[config.mk]
export PLATFORM = sky130hd
export DESIGN_NAME = if_fetch_ctrl
export DESIGN_NICKNAME = d
export VERILOG_FILES = /design/src/rtl/if_fetch_pkg.sv /design/src/rtl/if_fetch_ctrl_fifo.sv /design/src/rtl/if_fetch_ctrl.sv
export SDC_FILE = /design/constraint.sdc
export NUM_CORES = 1
export LEC_CHECK = 0
export ABC_AREA = 1
export CORE_MARGIN = 1.5
export CORE_UTILIZATION = 50
export CTS_BUF_LIST = sky130_fd_sc_hd__clkbuf_8 sky130_fd_sc_hd__clkbuf_16
export DETAILED_ROUTE_END_ITERATION = 16
export DONT_BUFFER_PORTS = 1
export PLACE_DENSITY = 0.69
export SYNTH_ARGS = -nofsm -noshare
export SYNTH_HDL_FRONTEND = slang
export SYNTH_HIERARCHICAL = 1
export SYNTH_SLANG_ARGS = --single-unit
[constraint.sdc]
create_clock -name clk -period 6 [get_ports clk]
set_input_delay 0.9 -clock clk [delete_from_list [all_inputs] [get_ports clk]]
set_output_delay 0.9 -clock clk [all_outputs]
set_load 0.02 [all_outputs]
[src/rtl/if_fetch_pkg.sv]
// Shared types and constants for the instruction fetch controller.
package if_fetch_pkg;

    localparam logic [31:0] RESET_PC_DEFAULT = 32'hbfc00000;
    localparam logic [1:0]  INST_SIZE_WORD   = 2'b10;

    typedef enum logic [1:0] {
        S_RESET,
        S_FETCH,
        S_HALT
    } fetch_state_e;

    typedef struct packed {
        logic [31:0] pc;
        logic [31:0] inst;
        logic        adel;
    } buf_entry_t;

    localparam int BUF_ENTRY_W = $bits(buf_entry_t);

endpackage

[src/rtl/if_fetch_ctrl_fifo.sv]
// Synchronous FIFO with flush and occupancy count; a push in the flush cycle
// lands as the sole entry of the emptied queue.
module fetch_fifo #(
    parameter int WIDTH = 32,
    parameter int DEPTH = 2,
    localparam int AW = (DEPTH > 1) ? $clog2(DEPTH) : 1,
    localparam int CW = $clog2(DEPTH) + 1
) (
    input  logic             clk,
    input  logic             reset,
    input  logic             flush,
    input  logic             push,
    input  logic [WIDTH-1:0] din,
    input  logic             pop,
    output logic [WIDTH-1:0] dout,
    output logic             empty,
    output logic             full,
    output logic [CW-1:0]    count
);

    logic [WIDTH-1:0] mem [DEPTH];
    logic [AW-1:0]    rd_ptr;
    logic [AW-1:0]    wr_ptr;
    logic             do_push;
    logic             do_pop;
    logic             mem_we;
    logic [AW-1:0]    mem_wa;

    function automatic logic [AW-1:0] ptr_inc(input logic [AW-1:0] p);
        return (p == AW'(DEPTH - 1)) ? '0 : p + AW'(1);
    endfunction

    assign empty   = (count == '0);
    assign full    = (count == CW'(DEPTH));
    assign do_push = push & ~full;
    assign do_pop  = pop & ~empty;
    assign dout    = mem[rd_ptr];
    assign mem_we  = flush ? push : do_push;
    assign mem_wa  = flush ? '0 : wr_ptr;

    always_ff @(posedge clk) begin
        if (reset) begin
            rd_ptr <= '0;
            wr_ptr <= '0;
            count  <= '0;
        end else if (flush) begin
            rd_ptr <= '0;
            wr_ptr <= push ? ptr_inc('0) : '0;
            count  <= push ? CW'(1) : '0;
        end else begin
            if (do_push) wr_ptr <= ptr_inc(wr_ptr);
            if (do_pop)  rd_ptr <= ptr_inc(rd_ptr);
            if (do_push && !do_pop)
                count <= count + CW'(1);
            else if (!do_push && do_pop)
                count <= count - CW'(1);
        end
    end

    // Storage needs no reset: count/pointers define which words are live.
    always_ff @(posedge clk) begin
        if (mem_we) mem[mem_wa] <= din;
    end

endmodule

[src/rtl/if_fetch_ctrl.sv]
// Pre-IF/IF fetch controller: issues sequential SRAM-like instruction reads,
// discards responses of flushed streams and buffers {pc, inst, adel} for ID.
module if_fetch_ctrl
    import if_fetch_pkg::*;
#(
    parameter logic [31:0] RESET_PC  = RESET_PC_DEFAULT,
    parameter int          BUF_DEPTH = 2
) (
    input  logic        clk,
    input  logic        reset,
    output logic        inst_req,
    output logic        inst_wr,
    output logic [1:0]  inst_size,
    output logic [31:0] inst_addr,
    output logic [3:0]  inst_wstrb,
    output logic [31:0] inst_wdata,
    input  logic        inst_addr_ok,
    input  logic        inst_data_ok,
    input  logic [31:0] inst_rdata,
    input  logic        redirect_valid,
    input  logic [31:0] redirect_pc,
    output logic        out_valid,
    output logic [31:0] out_pc,
    output logic [31:0] out_inst,
    output logic        out_adel,
    input  logic        out_ready
);

    localparam int CW = $clog2(BUF_DEPTH) + 1;

    fetch_state_e  state, state_nxt;
    logic [31:0]   fetch_pc;
    logic [CW-1:0] inflight;
    logic [CW-1:0] inflight_nxt;
    logic [CW-1:0] drop_cnt;
    logic [CW-1:0] buf_count;
    logic [CW:0]   occupancy;
    logic          credit;
    logic          fetch_misaligned;
    logic          redir_misaligned;
    logic          addr_hs;
    logic          data_hs;
    logic          data_keep;
    logic          halt_push;

    logic          pcq_push;
    logic [31:0]   pcq_dout;
    logic          pcq_empty;
    logic          pcq_full;
    logic [CW-1:0] pcq_count;

    logic          buf_push;
    logic          buf_pop;
    buf_entry_t    buf_din;
    buf_entry_t    buf_dout;
    logic          buf_empty;
    logic          buf_full;

    // In-flight plus buffered fetches never exceed the buffer size, so every
    // accepted request is guaranteed a slot when its data returns.
    assign occupancy        = {1'b0, inflight} + {1'b0, buf_count};
    assign credit           = occupancy < (CW+1)'(BUF_DEPTH);
    assign fetch_misaligned = (fetch_pc[1:0] != 2'b00);
    assign redir_misaligned = redirect_valid & (redirect_pc[1:0] != 2'b00);

    assign inst_req   = (state == S_FETCH) & credit & ~fetch_misaligned;
    assign inst_wr    = 1'b0;
    assign inst_size  = INST_SIZE_WORD;
    assign inst_addr  = fetch_pc;
    assign inst_wstrb = 4'h0;
    assign inst_wdata = 32'h0;

    assign addr_hs   = inst_req & inst_addr_ok;
    assign data_hs   = inst_data_ok & (inflight != '0);
    assign data_keep = data_hs & (drop_cnt == '0) & ~redirect_valid;
    assign halt_push = (state == S_FETCH) & credit & fetch_misaligned &
                       ~redirect_valid & ~data_keep;

    assign inflight_nxt = inflight + CW'(addr_hs) - CW'(data_hs);

    assign pcq_push = addr_hs & ~redirect_valid;
    assign buf_pop  = out_valid & out_ready & ~redirect_valid;

    always_comb begin
        buf_push = 1'b0;
        buf_din  = '0;
        if (redir_misaligned) begin
            buf_push     = 1'b1;
            buf_din.pc   = redirect_pc;
            buf_din.adel = 1'b1;
        end else if (data_keep) begin
            buf_push     = 1'b1;
            buf_din.pc   = pcq_dout;
            buf_din.inst = inst_rdata;
        end else if (halt_push) begin
            buf_push     = 1'b1;
            buf_din.pc   = fetch_pc;
            buf_din.adel = 1'b1;
        end
    end

    fetch_fifo #(.WIDTH(32), .DEPTH(BUF_DEPTH)) u_pc_queue (
        .clk   (clk),
        .reset (reset),
        .flush (redirect_valid),
        .push  (pcq_push),
        .din   (fetch_pc),
        .pop   (data_keep),
        .dout  (pcq_dout),
        .empty (pcq_empty),
        .full  (pcq_full),
        .count (pcq_count)
    );

    fetch_fifo #(.WIDTH(BUF_ENTRY_W), .DEPTH(BUF_DEPTH)) u_inst_buf (
        .clk   (clk),
        .reset (reset),
        .flush (redirect_valid),
        .push  (buf_push),
        .din   (buf_din),
        .pop   (buf_pop),
        .dout  (buf_dout),
        .empty (buf_empty),
        .full  (buf_full),
        .count (buf_count)
    );

    assign out_valid = ~buf_empty;
    assign out_pc    = buf_dout.pc;
    assign out_inst  = buf_dout.inst;
    assign out_adel  = out_valid & buf_dout.adel;

    always_comb begin
        state_nxt = state;
        case (state)
            S_RESET: state_nxt = S_FETCH;
            S_FETCH: if (halt_push) state_nxt = S_HALT;
            S_HALT:  state_nxt = S_HALT;
            default: state_nxt = S_RESET;
        endcase
        if (redirect_valid)
            state_nxt = redir_misaligned ? S_HALT : S_FETCH;
    end

    always_ff @(posedge clk) begin
        if (reset) begin
            state    <= S_RESET;
            fetch_pc <= RESET_PC;
            inflight <= '0;
            drop_cnt <= '0;
        end else begin
            state    <= state_nxt;
            inflight <= inflight_nxt;
            if (redirect_valid) begin
                // Everything still outstanding belongs to the old stream.
                fetch_pc <= redirect_pc;
                drop_cnt <= inflight_nxt;
            end else begin
                if (addr_hs) fetch_pc <= fetch_pc + 32'd4;
                if (data_hs && drop_cnt != '0) drop_cnt <= drop_cnt - CW'(1);
            end
        end
    end

    always_ff @(posedge clk) begin
        if (!reset) begin
            assert (!(inst_data_ok && inflight == '0));
            assert (!(data_keep && pcq_empty));
        end
    end

    logic unused_sigs;
    assign unused_sigs = &{1'b0, pcq_full, pcq_count, buf_full};

endmodule

==> results of run 1 <==
per-layer routing:
metal,vias to the layer above,GRT usage,share of wire
li1,3454,-,-
met1,3372,0.265,0.42
met2,248,0.344,0.47
met3,53,0.0581,0.081
met4,0,0.0638,0.027
met5,-,0,0
worst reg2reg max path: cells and delay by family (launching register included):
kind | cells | cell delay (ns)
AND/OR/NAND/NOR | 7 | 1.06
buffers and inverters | 2 | 0.70
AO/OA/AOI/OAI | 1 | 0.68
flip-flops | 1 | 0.45
adder cells (fa/ha/maj) | 1 | 0.41
stage by stage:
step / worst slack, ns / std cells / util / hold slack, ns
2_1_floorplan: 0.972 / 1078 / - / 0.425
3_3_place_gp: 2.37 / 1294 / 0.510 / 0.431
3_5_place_dp: 2.30 / 1294 / 0.510 / 0.438
4_1_cts: 2.28 / 1339 / 0.546 / 0.437
5_1_grt: 1.93 / 1339 / 0.546 / 0.434
6_report: 2.28 / 1339 / 0.546 / 0.455
power breakdown:
| group | total, uW | internal (uW) | leakage, uW | switching (uW) |
|---|---|---|---|---|
| clock network | 1490 | 877 | 0.000416 | 615 |
| logic | 595 | 168 | 0.00209 | 427 |
| registers | 2100 | 2000 | 0.00225 | 95.3 |
| total | 4180 | 3050 | 0.00475 | 1140 |
state kept, by name, indices dropped and copies added, names as in the netlist, named ones only:
name               flops
drop_cnt               2
inflight               2
inst_addr             32
state                  2
u_inst_buf/count       2
u_inst_buf/mem       130
u_inst_buf/rd_ptr      1
u_inst_buf/wr_ptr      1
u_pc_queue/count       2
u_pc_queue/mem        64
u_pc_queue/rd_ptr      1
u_pc_queue/wr_ptr      1
area by class of cell:
class	count	area (sq um)
fillers	1970	10200
flip-flops and latches	242	6790
multi-input cells	654	3890
clock buffers	28	667
inverters	106	398
well taps	285	357
clock inverters	17	130
repair buffers	7	52.6
cells in the final DEF (no fill, tap or decap), types with 3 or more instances in the layout:
cell type and n:
sky130_fd_sc_hd__a21oi_1 37, sky130_fd_sc_hd__a31oi_1 4, sky130_fd_sc_hd__buf_4 7, sky130_fd_sc_hd__clkbuf_16 25
sky130_fd_sc_hd__clkbuf_8 3, sky130_fd_sc_hd__clkinvlp_4 3, sky130_fd_sc_hd__conb_1 39, sky130_fd_sc_hd__dfxtp_1 46
sky130_fd_sc_hd__edfxtp_1 194, sky130_fd_sc_hd__ha_1 6, sky130_fd_sc_hd__inv_1 110, sky130_fd_sc_hd__inv_2 5
sky130_fd_sc_hd__mux2_2 95, sky130_fd_sc_hd__nand2_1 204, sky130_fd_sc_hd__nand2_2 9, sky130_fd_sc_hd__nand3_1 40
sky130_fd_sc_hd__nand3_2 4, sky130_fd_sc_hd__nand4_1 8, sky130_fd_sc_hd__nor2_1 93, sky130_fd_sc_hd__nor2_2 11
sky130_fd_sc_hd__nor2_4 4, sky130_fd_sc_hd__nor3_1 5, sky130_fd_sc_hd__o211ai_1 6, sky130_fd_sc_hd__o211ai_2 19
sky130_fd_sc_hd__o21ai_0 34, sky130_fd_sc_hd__o21ai_1 3, sky130_fd_sc_hd__xor2_1 14
how the worst min path moves through the flow:
stage / endpoint / cells after the start / startpoint
2_1_floorplan: flip-flop / 1 / u_inst_buf/rd_ptr
3_3_place_gp: flip-flop / 1 / u_inst_buf/rd_ptr
3_5_place_dp: flip-flop / 1 / u_inst_buf/rd_ptr
4_1_cts: inst_addr[1] / 1 / reset
5_1_grt: u_pc_queue/wr_ptr / 1 / reset
6_report: flip-flop / 1 / u_inst_buf/rd_ptr
==> metrics.txt, run 1 <==
# TYPE chip_impl_metric gauge
chip_impl_metric{name="grt_usage",unit=""} 0.208
chip_impl_metric{name="die-area",unit="sq um"} 23800
chip_impl_info{name="critical_path.reg2reg.endpoint",value="u_inst_buf/mem[0][34]"} 1
chip_impl_metric{name="number_of_diodes_added_for_antenna_fixing",unit=""} 0
chip_impl_metric{name="htree_levels",unit=""} 1
chip_impl_metric{name="worst_r2r_path_depth",unit=""} 11
chip_impl_metric{name="share_of_final_layout_standard_cells_stronger_than_drive_strength_1",unit=""} 0.188
chip_impl_metric{name="maxSlewHeadroom",unit=""} 0.261
chip_impl_info{name="grt_setup_unrepaired",value="false"} 1
chip_impl_info{name="critPathCaptureType",value="flip-flop"} 1
chip_impl_metric{name="maxClockFrequency",unit="MHz"} 269
chip_impl_metric{name="number_of_cells_produced_by_synthesis",unit=""} 1041
chip_impl_metric{name="floorplan.initialDensity",unit=""} 0.507
chip_impl_metric{name="clk_path_buf_depth",unit=""} 3
chip_impl_metric{name="post_cts_buffers",unit=""} 0
chip_impl_info{name="timing.setup.critical_path_class",value="reg2reg"} 1
chip_impl_metric{name="grt_max_degree",unit=""} 46
chip_impl_metric{name="grt_overflow_total",unit=""} 0
chip_impl_metric{name="crit_cells",unit=""} 11
chip_impl_metric{name="max_cap_viol",unit=""} 0
chip_impl_metric{name="ys_warn_count",unit=""} 6
chip_impl_metric{name="synth_area_per_cell",unit="sq um"} 11.0
chip_impl_info{name="startpoint_types",value="flip-flop"} 1
chip_impl_metric{name="clock_skew",unit="ns"} 0.0199
chip_impl_metric{name="placeableCoreArea",unit="sq um"} 22500
chip_impl_metric{name="setup_tns",unit="ns"} 0
chip_impl_metric{name="cellPowerDensity",unit="nW/um^2"} 341
chip_impl_metric{name="setup_viol",unit=""} 0
chip_impl_info{name="root_buffer",value="sky130_fd_sc_hd__clkbuf_16"} 1
chip_impl_metric{name="global_route_wire_length_before_repair",unit="um"} 38500
chip_impl_metric{name="finalHoldViolCount",unit=""} 0
chip_impl_metric{name="num_rows",unit=""} 55
chip_impl_metric{name="report.final.slew_viol_count",unit=""} 0
chip_impl_metric{name="drtAntennaViolNets",unit=""} 0
chip_impl_metric{name="worst-path-max-fanout",unit=""} 42
chip_impl_metric{name="grt_pass1_vias",unit=""} 6970
chip_impl_info{name="timing.rr.start",value="u_inst_buf/count[0]"} 1
chip_impl_info{name="tritoncts_clock_tree",value="yes"} 1
chip_impl_info{name="worstSetupStartpoint",value="u_inst_buf/count[0]"} 1
chip_impl_metric{name="synthesis.area",unit="sq um"} 11400
chip_impl_metric{name="place.port_buffers",unit=""} 0
chip_impl_metric{name="dpl.hpwl",unit="um"} 17000
chip_impl_metric{name="critPathArrivalTime",unit="ns"} 3.86
chip_impl_info{name="cpMostUsedCell",value="sky130_fd_sc_hd__nand2_1"} 1
chip_impl_metric{name="irDropWorstVdd",unit="mV"} 0.209
chip_impl_metric{name="timing.final.crit_period",unit="ns"} 3.72
chip_impl_metric{name="total_leakage_power",unit="uW"} 0.00475
chip_impl_metric{name="timing_worst_slew_pin_value",unit="ns"} 1.11
chip_impl_metric{name="worstSkewPairLatency",unit="ns"} 0.52
chip_impl_metric{name="final_cell_area",unit="sq um"} 12300
chip_impl_metric{name="totalWireLength",unit="um"} 24800
chip_impl_metric{name="design.final.nets",unit=""} 1113
chip_impl_metric{name="area_growth",unit="%"} 7.56
chip_impl_metric{name="clk_transition_reported_paths",unit="ns"} 0.06
chip_impl_metric{name="place_area",unit="sq um"} 11500
chip_impl_info{name="crit_path_cell_trace",value="nand2_1 > inv_1 > fa_1 > nor2_1 > nand2_1 > nor3_4 > nor2_1 > nand2_1 > nand2_2 > o21ai_4 > buf_4"} 1
chip_impl_info{name="timing.critical_path.max_delay_family",value="simple AND/OR/NAND/NOR gates"} 1
chip_impl_info{name="end_point_of_the_critical_path",value="u_inst_buf/mem[0][34]"} 1
chip_impl_metric{name="ctsResizeCount",unit=""} 0
chip_impl_metric{name="antenna_violations_before_repair",unit=""} 0
chip_impl_metric{name="design_power_total",unit="uW"} 4180
chip_impl_metric{name="routed-via-count",unit=""} 7127
chip_impl_info{name="result_of_the_run",value="complete, no violations"} 1
chip_impl_metric{name="critical_path_required",unit="ns"} 6.14
chip_impl_metric{name="drcViolationCount",unit=""} 0
chip_impl_info{name="hp-class",value="reg2reg"} 1
chip_impl_metric{name="cts_made_buffers",unit=""} 25
chip_impl_metric{name="die_w",unit="um"} 154
chip_impl_metric{name="tritonroute_pass_1_iters",unit=""} 5
chip_impl_metric{name="per_cell_routed_wire_length",unit="um"} 18.5
chip_impl_metric{name="drt_iter0_drc",unit=""} 555
chip_impl_metric{name="critPathMaxStageDelay",unit="ns"} 0.68
chip_impl_metric{name="cts_hold_buf",unit=""} 0
chip_impl_metric{name="io_pins",unit=""} 208
chip_impl_metric{name="die_height",unit="um"} 154
chip_impl_metric{name="fin_crit_sh",unit=""} 0.620
chip_impl_metric{name="r2r_slack",unit="ns"} 2.28
chip_impl_metric{name="cts_sinks",unit=""} 242
chip_impl_info{name="cp_slowest_cell",value="sky130_fd_sc_hd__o21ai_4"} 1
chip_impl_metric{name="drt-vias-per-instance",unit=""} 5.32
chip_impl_metric{name="path_buf_inv",unit=""} 2
chip_impl_metric{name="gpl.final_weighted_congestion",unit=""} 0.915
Note: power is estimated with default switching activity, not from simulation.
==> run 2, diff against run 1 <==
Clock period 6 ns to 3.7 ns, I/O delays scaled along.
==> run 2 against run 1 <==
Compared with the run above:
- die area unchanged
- largest cell class unchanged
- register-to-register slack got worse by 1.6 ns
- combinational power grew 67%
- global-route usage grew 0.22 points
- sequential share of layout area is 0.38 points lower
- maximum frequency up 25%
- cell count rose by 0.60%
- critical endpoint is now u_pc_queue/mem[0][4]
- flip-flop and latch count stayed put
- clock skew is 0.00062 ns higher
- first-iteration DRC count grew 1.4%
- clock-buffer cell count stayed put
- via count grew 0.95%
==> metrics.txt, run 2 (synthesis results as in run 1) <==
# TYPE chip_impl_metric gauge
chip_impl_metric{name="totalWireLength",unit="um"} 25300
chip_impl_metric{name="setup_tns",unit="ns"} 0
chip_impl_metric{name="design.final.nets",unit=""} 1121
chip_impl_metric{name="placeableCoreArea",unit="sq um"} 22500
chip_impl_info{name="timing.setup.critical_path_class",value="reg2reg"} 1
chip_impl_metric{name="die_height",unit="um"} 154
chip_impl_metric{name="critPathArrivalTime",unit="ns"} 3.18
chip_impl_metric{name="fin_crit_sh",unit=""} 0.804
chip_impl_info{name="whs_endpoint",value="inst_addr[19]"} 1
chip_impl_info{name="cp_slowest_cell",value="sky130_fd_sc_hd__dfxtp_1"} 1
chip_impl_metric{name="drtAntennaViolNets",unit=""} 0
chip_impl_metric{name="die-area",unit="sq um"} 23800
chip_impl_metric{name="critPathMaxStageDelay",unit="ns"} 0.43
chip_impl_metric{name="cellPowerDensity",unit="nW/um^2"} 550
chip_impl_info{name="worstHoldStart",value="reset"} 1
chip_impl_metric{name="total_leakage_power",unit="uW"} 0.00478
chip_impl_info{name="result_of_the_run",value="complete, no violations"} 1
chip_impl_metric{name="seq_power_share",unit=""} 0.499
chip_impl_metric{name="total_switching_power",unit="uW"} 1870
chip_impl_metric{name="cts_sinks",unit=""} 242
chip_impl_metric{name="die_w",unit="um"} 154
chip_impl_info{name="registers.top_by_ff_count",value="u_inst_buf/mem"} 1
chip_impl_metric{name="power.clock.fraction",unit=""} 0.356
chip_impl_metric{name="share_of_final_layout_standard_cells_stronger_than_drive_strength_1",unit=""} 0.196
chip_impl_info{name="critPathCaptureType",value="flip-flop"} 1
chip_impl_metric{name="io_pins",unit=""} 208
chip_impl_metric{name="number_of_diodes_added_for_antenna_fixing",unit=""} 0
chip_impl_info{name="cpMostUsedCell",value="sky130_fd_sc_hd__nand2_1"} 1
chip_impl_metric{name="ctsResizeCount",unit=""} 0
chip_impl_metric{name="internal_power",unit="uW"} 4940
chip_impl_info{name="grt_setup_unrepaired",value="false"} 1
chip_impl_info{name="crit_path_cell_trace",value="nand2_1 > inv_1 > fa_1 > nor2_1 > nand2_1 > inv_1 > nand4_2 > inv_2 > buf_4 > nand2_1 > o21ai_2 > buf_4"} 1
chip_impl_metric{name="gpl.final_weighted_congestion",unit=""} 0.927
chip_impl_metric{name="worst_r2r_path_depth",unit=""} 12
chip_impl_metric{name="max_cap_viol",unit=""} 0
chip_impl_metric{name="maxSlewHeadroom",unit=""} 0.443
chip_impl_metric{name="htree_levels",unit=""} 1
chip_impl_info{name="hp-class",value="in2reg"} 1
chip_impl_info{name="layout.cells.most_common_list",value="204 x sky130_fd_sc_hd__nand2_1, 194 x sky130_fd_sc_hd__edfxtp_1, 102 x sky130_fd_sc_hd__inv_1"} 1
chip_impl_metric{name="post_cts_buffers",unit=""} 0
chip_impl_metric{name="r2r_slack",unit="ns"} 0.72
chip_impl_metric{name="met2_length",unit="um"} 11900
chip_impl_metric{name="maxClockFrequency",unit="MHz"} 336
chip_impl_metric{name="grt_overflow_total",unit=""} 0
chip_impl_metric{name="cts_hold_buf",unit=""} 0
chip_impl_metric{name="per_cell_routed_wire_length",unit="um"} 18.8
chip_impl_metric{name="num_rows",unit=""} 55
chip_impl_metric{name="cts_made_buffers",unit=""} 26
chip_impl_metric{name="setup_viol",unit=""} 0
chip_impl_metric{name="worstSkewPairLatency",unit="ns"} 0.53
chip_impl_metric{name="route.layer.met1.wl",unit="um"} 10600
chip_impl_metric{name="drcViolationCount",unit=""} 0
chip_impl_metric{name="critical_path_required",unit="ns"} 3.91
chip_impl_metric{name="place.port_buffers",unit=""} 0
chip_impl_metric{name="worst_hold_path.num_cells",unit=""} 1
chip_impl_metric{name="floorplan.initialDensity",unit=""} 0.507
chip_impl_metric{name="finalHoldViolCount",unit=""} 0
chip_impl_info{name="root_buffer",value="sky130_fd_sc_hd__clkbuf_16"} 1
chip_impl_metric{name="hold_ws",unit="ns"} 0.111
chip_impl_metric{name="clock_skew",unit="ns"} 0.0205
chip_impl_info{name="tritoncts_clock_tree",value="yes"} 1
chip_impl_metric{name="drt-vias-per-instance",unit=""} 5.34
chip_impl_metric{name="tritonroute_pass_1_iters",unit=""} 5
chip_impl_metric{name="routed-via-count",unit=""} 7195
chip_impl_info{name="final_common_cell",value="sky130_fd_sc_hd__nand2_1"} 1
chip_impl_metric{name="power.share.switching",unit=""} 0.275
chip_impl_metric{name="worst-path-max-fanout",unit=""} 27
chip_impl_info{name="critical_path.reg2reg.endpoint",value="u_pc_queue/mem[0][4]"} 1
chip_impl_metric{name="area_growth",unit="%"} 8.35
chip_impl_metric{name="dpl.hpwl",unit="um"} 17200
chip_impl_metric{name="timing_worst_slew_pin_value",unit="ns"} 0.836
chip_impl_metric{name="timing.final.crit_period",unit="ns"} 2.98
chip_impl_metric{name="grt_max_degree",unit=""} 46
chip_impl_metric{name="drt_iter0_drc",unit=""} 563
chip_impl_metric{name="wl_met3",unit="um"} 2210
chip_impl_metric{name="report.final.slew_viol_count",unit=""} 0
chip_impl_info{name="maxUsedRoutingLayer",value="met4"} 1
chip_impl_metric{name="grt_pass1_vias",unit=""} 6885
chip_impl_metric{name="antenna_violations_before_repair",unit=""} 0
chip_impl_info{name="timing.rr.start",value="u_inst_buf/count[0]"} 1
chip_impl_metric{name="grt_usage",unit=""} 0.210
chip_impl_metric{name="clk_transition_reported_paths",unit="ns"} 0.06
chip_impl_metric{name="global_route_wire_length_before_repair",unit="um"} 38700
chip_impl_info{name="startpoint_types",value="flip-flop"} 1
chip_impl_metric{name="irDropWorstVdd",unit="mV"} 0.260
chip_impl_metric{name="combPwrFrac",unit=""} 0.145
chip_impl_metric{name="largest_register_ff_count",unit=""} 130
chip_impl_metric{name="clk_path_buf_depth",unit=""} 3
run 2: cell count changes in the layout (fill, tap and decap cells not counted), moves of 2 or more:
| cell | before | now |
|---|---|---|
| sky130_fd_sc_hd__inv_1 | 110 | 102 |
| sky130_fd_sc_hd__clkinv_4 | 0 | 2 |
| sky130_fd_sc_hd__buf_4 | 7 | 12 |
| sky130_fd_sc_hd__clkbuf_8 | 3 | 1 |
| sky130_fd_sc_hd__clkbuf_16 | 25 | 27 |
| sky130_fd_sc_hd__buf_12 | 0 | 2 |
| sky130_fd_sc_hd__clkinv_1 | 1 | 7 |
| sky130_fd_sc_hd__clkinv_2 | 2 | 5 |
run 2: area by class of cell:
type | count | area, sq um
fillers | 1907 | 10100
clock buffers | 28 | 689
well taps | 285 | 357
flip-flops and latches | 242 | 6790
clock inverters | 18 | 118
repair buffers | 14 | 130
inverters | 106 | 398
multi-input cells | 654 | 3890
run 2: layer usage:
| layer | up-vias | track usage |
|---|---|---|
| met2 | 283 | 0.337 |
| li1 | 3476 | - |
| met1 | 3393 | 0.276 |
| met3 | 43 | 0.0581 |
| met5 | - | 0 |
| met4 | 0 | 0.0693 |
run 2: how the worst max path moves through the flow:
stage	startpoint	endpoint	slack (ns)
global route	u_inst_buf/count[0]	u_pc_queue/mem[0][7]	0.45
global placement	u_inst_buf/count[0]	u_pc_queue/mem[0][4]	0.79
detailed placement	u_inst_buf/count[0]	u_pc_queue/mem[0][3]	0.75
CTS	u_inst_buf/count[0]	u_pc_queue/mem[0][7]	0.73
floorplan	u_inst_buf/count[0]	u_pc_queue/mem[0][0]	0.05
finish	u_inst_buf/count[0]	u_pc_queue/mem[0][4]	0.72
run 2: worst max-delay path: cells and delay by family, from the launching register on:
family	cells	cell delay, ns
buffers and inverters	5	0.95
DFF	1	0.43
and+or+nand+nor	5	0.62
adders and majority gates	1	0.41
AOI/OAI and AO/OA	1	0.27
run 2: stage by stage:
stage / utilization / area (sq um) / cells / total power, uW / setup WS (ns)
finish: 0.550 / 12400 / 1347 / 6810 / 0.724
global route: 0.550 / 12400 / 1347 / 7090 / 0.452
CTS: 0.550 / 12400 / 1347 / 6880 / 0.726
detailed placement: 0.514 / 11600 / 1301 / 4450 / 0.747
global placement: 0.514 / 11600 / 1301 / 4430 / 0.791
floorplan: - / 11600 / 1078 / 4250 / 0.0518
run 2: power groups by stage:
| stage | registers, uW | clock network [uW] | logic (uW) |
|---|---|---|---|
| 2_1_floorplan | 3410 | 0 | 837 |
| 3_3_place_gp | 3440 | 0 | 986 |
| 3_5_place_dp | 3450 | 0 | 993 |
| 4_1_cts | 3400 | 2480 | 1000 |
| 5_1_grt | 3420 | 2590 | 1080 |
| 6_report | 3400 | 2420 | 991 |
==> run 3, diff against run 2 <==
Settings changed: PLACE_DENSITY 0.69 to 0.72.
Clock period 3.7 ns to 2.4 ns, I/O delays scaled along.
==> run 3 against run 2 <==
Compared with the run above:
- the flow now finishes with violations (setup timing)
- combinational power grew 130%
- die area is the same
- core utilization is 6.6 points higher
- critical endpoint is now drop_cnt[1]
==> metrics.txt, run 3 (synthesis results as in run 1) <==
# TYPE chip_impl_metric gauge
chip_impl_metric{name="design.final.nets",unit=""} 1214
chip_impl_metric{name="grt_usage",unit=""} 0.229
chip_impl_metric{name="dpl.hpwl",unit="um"} 18500
chip_impl_metric{name="gpl.final_weighted_congestion",unit=""} 0.893
chip_impl_metric{name="placeableCoreArea",unit="sq um"} 22500
chip_impl_metric{name="cts_sinks",unit=""} 242
chip_impl_metric{name="global_route_wire_length_before_repair",unit="um"} 41900
chip_impl_info{name="registers.top_by_ff_count",value="u_inst_buf/mem"} 1
chip_impl_metric{name="timing.final.crit_period",unit="ns"} 2.53
chip_impl_metric{name="num_rows",unit=""} 55
chip_impl_metric{name="total_leakage_power",unit="uW"} 0.00544
chip_impl_metric{name="die_w",unit="um"} 154
chip_impl_metric{name="grt_pass1_vias",unit=""} 7604
chip_impl_metric{name="combPwrFrac",unit=""} 0.196
chip_impl_info{name="tritoncts_clock_tree",value="yes"} 1
chip_impl_metric{name="critPathMaxStageDelay",unit="ns"} 0.46
chip_impl_metric{name="power.clock.fraction",unit=""} 0.353
chip_impl_metric{name="report.final.slew_viol_count",unit=""} 0
chip_impl_metric{name="finish.utilization",unit=""} 0.616
chip_impl_metric{name="timing_worst_slew_pin_value",unit="ns"} 0.577
chip_impl_info{name="cpMostUsedCell",value="sky130_fd_sc_hd__nand2_1"} 1
chip_impl_info{name="root_buffer",value="sky130_fd_sc_hd__clkbuf_16"} 1
chip_impl_metric{name="max_cap_viol",unit=""} 0
chip_impl_metric{name="io_pins",unit=""} 208
chip_impl_metric{name="setup_viol",unit=""} 132
chip_impl_metric{name="clk_transition_reported_paths",unit="ns"} 0.06
chip_impl_metric{name="cts_made_buffers",unit=""} 26
chip_impl_metric{name="clk_path_buf_depth",unit=""} 3
chip_impl_info{name="layout.cells.most_common_list",value="200 x sky130_fd_sc_hd__nand2_1, 194 x sky130_fd_sc_hd__edfxtp_1, 101 x sky130_fd_sc_hd__inv_1"} 1
chip_impl_info{name="result_of_the_run",value="complete, but fails checks"} 1
chip_impl_metric{name="floorplan.initialDensity",unit=""} 0.507
chip_impl_metric{name="antenna_violations_before_repair",unit=""} 0
chip_impl_metric{name="totalWireLength",unit="um"} 29500
chip_impl_info{name="grt_setup_unrepaired",value="true"} 1
chip_impl_metric{name="drtAntennaViolNets",unit=""} 0
chip_impl_info{name="critPathCaptureType",value="flip-flop"} 1
chip_impl_metric{name="fin_crit_sh",unit=""} 1.05
chip_impl_info{name="timing.critical_path.max_delay_family",value="adder cells"} 1
chip_impl_metric{name="worst-path-max-fanout",unit=""} 3
chip_impl_metric{name="maxSlewHeadroom",unit=""} 0.615
chip_impl_metric{name="die-area",unit="sq um"} 23800
chip_impl_metric{name="per_cell_routed_wire_length",unit="um"} 20.5
chip_impl_metric{name="routed-via-count",unit=""} 7986
chip_impl_metric{name="final.setup.worst_slack",unit="ns"} -0.129
chip_impl_metric{name="tritonroute_pass_1_iters",unit=""} 8
chip_impl_info{name="crit_path_cell_trace",value="nand2_1 > inv_1 > fa_1 > nor2_2 > nand2_2 > inv_2 > nand3_4 > ha_4 > inv_2 > ha_4 > xor2_2 > xor2_1 > nand2_1 > nand2_1 > o21ai_1 > inv_1"} 1
chip_impl_metric{name="largest_register_ff_count",unit=""} 130
chip_impl_metric{name="power.share.switching",unit=""} 0.278
chip_impl_metric{name="finalHoldViolCount",unit=""} 0
chip_impl_metric{name="seq_power_share",unit=""} 0.452
chip_impl_metric{name="total_switching_power",unit="uW"} 3180
chip_impl_metric{name="maxClockFrequency",unit="MHz"} 395
chip_impl_metric{name="clock_skew",unit="ns"} 0.0112
chip_impl_metric{name="path_buf_inv",unit=""} 4
chip_impl_info{name="startpoint_types",value="flip-flop"} 1
chip_impl_metric{name="worstSkewPairLatency",unit="ns"} 0.53
chip_impl_metric{name="critical_path_required",unit="ns"} 2.82
chip_impl_info{name="timing.setup.critical_path_class",value="reg2reg"} 1
chip_impl_metric{name="grt_max_degree",unit=""} 46
chip_impl_metric{name="htree_levels",unit=""} 1
chip_impl_metric{name="number_of_diodes_added_for_antenna_fixing",unit=""} 0
chip_impl_info{name="cp_slowest_cell",value="sky130_fd_sc_hd__fa_1"} 1
chip_impl_metric{name="cellPowerDensity",unit="nW/um^2"} 824
chip_impl_metric{name="irDropWorstVdd",unit="mV"} 0.759
chip_impl_metric{name="design_power_total",unit="uW"} 11400
chip_impl_metric{name="area_growth",unit="%"} 21.3
chip_impl_metric{name="drt_iter0_drc",unit=""} 764
chip_impl_info{name="hp-class",value="in2reg"} 1
chip_impl_metric{name="critPathArrivalTime",unit="ns"} 2.95
chip_impl_metric{name="internal_power",unit="uW"} 8250
chip_impl_metric{name="die_height",unit="um"} 154
chip_impl_metric{name="drcViolationCount",unit=""} 0
chip_impl_metric{name="share_of_final_layout_standard_cells_stronger_than_drive_strength_1",unit=""} 0.267
chip_impl_metric{name="drt-vias-per-instance",unit=""} 5.54
chip_impl_info{name="final_common_cell",value="sky130_fd_sc_hd__nand2_1"} 1
chip_impl_metric{name="grt_overflow_total",unit=""} 0
chip_impl_metric{name="place.port_buffers",unit=""} 0
chip_impl_info{name="violations",value="setup timing"} 1
-- run 3: cell types whose count changed in the layout (fill, tap and decap cells not counted), sizes merged --
cell	previous run	this run
clkinv	14	12
clkbuf	28	42
buf	14	85
inv	107	109
bufinv	1	3
dlygate4sd3	0	8
-- run 3: area by class of cell --
class / instances / area, sq um
Clock inverter: 20 / 181
Tap cell: 285 / 357
Timing Repair Buffer: 107 / 1380
Inverter: 106 / 398
Multi-Input combinational cell: 654 / 4060
Clock buffer: 28 / 689
Sequential cell: 242 / 6790
Fill cell: 1736 / 8650
-- run 3: stage by stage --
step                setup TNS, ns  hold slack (ns)  area [sq um]  std cells  setup WS [ns]
floorplan                 -107.22            0.415         11600       1078         -0.762
global placement          -0.0132            0.436         12000       1343        -0.0132
detailed placement          -3.83            0.434         12000       1343        -0.0543
CTS                         -2.19         0.000500         13100       1408        -0.0495
global route               -24.70           0.0104         13900       1442         -0.264
finish                      -8.14           0.0214         13900       1442         -0.129
-- run 3: repair_timing --
item	4_1_cts	5_1_grt
endpoints found under the setup margin	140	241
pin swaps	1	9
hold buffers	9	0
endpoints found under the hold margin	29	0
gates cloned	3	18
resized for setup	6	41
buffers inserted	5	16
-- run 3: final timing paths --
kind / startpoint / endpoint / slack (ns) / cells past startpoint
worst min-delay path: redirect_pc[2] / inst_addr[2] / 0.02 / 2
worst max register to register: u_inst_buf/count[0] / drop_cnt[1] / -0.13 / 16
worst min register to register: u_inst_buf/rd_ptr / flip-flop / 0.46 / 1
worst max-delay path: u_inst_buf/count[0] / drop_cnt[1] / -0.13 / 16
-- run 3: metal layers --
layer | wire length, um | global-route usage
met1 | 11400 | 0.288
met2 | 14400 | 0.389
met3 | 2890 | 0.0614
met4 | 801 | 0.0633
met5 | 0 | 0
-- run 3: power by group through the flow --
stage | Sequential, uW | Combinational, uW | Clock (uW)
after floorplan | 5260 | 1290 | 0
after global placement | 5220 | 1740 | 0
after detailed placement | 5250 | 1770 | 0
after CTS | 5160 | 1890 | 4090
after global routing | 5200 | 2370 | 4250
final | 5160 | 2230 | 4030
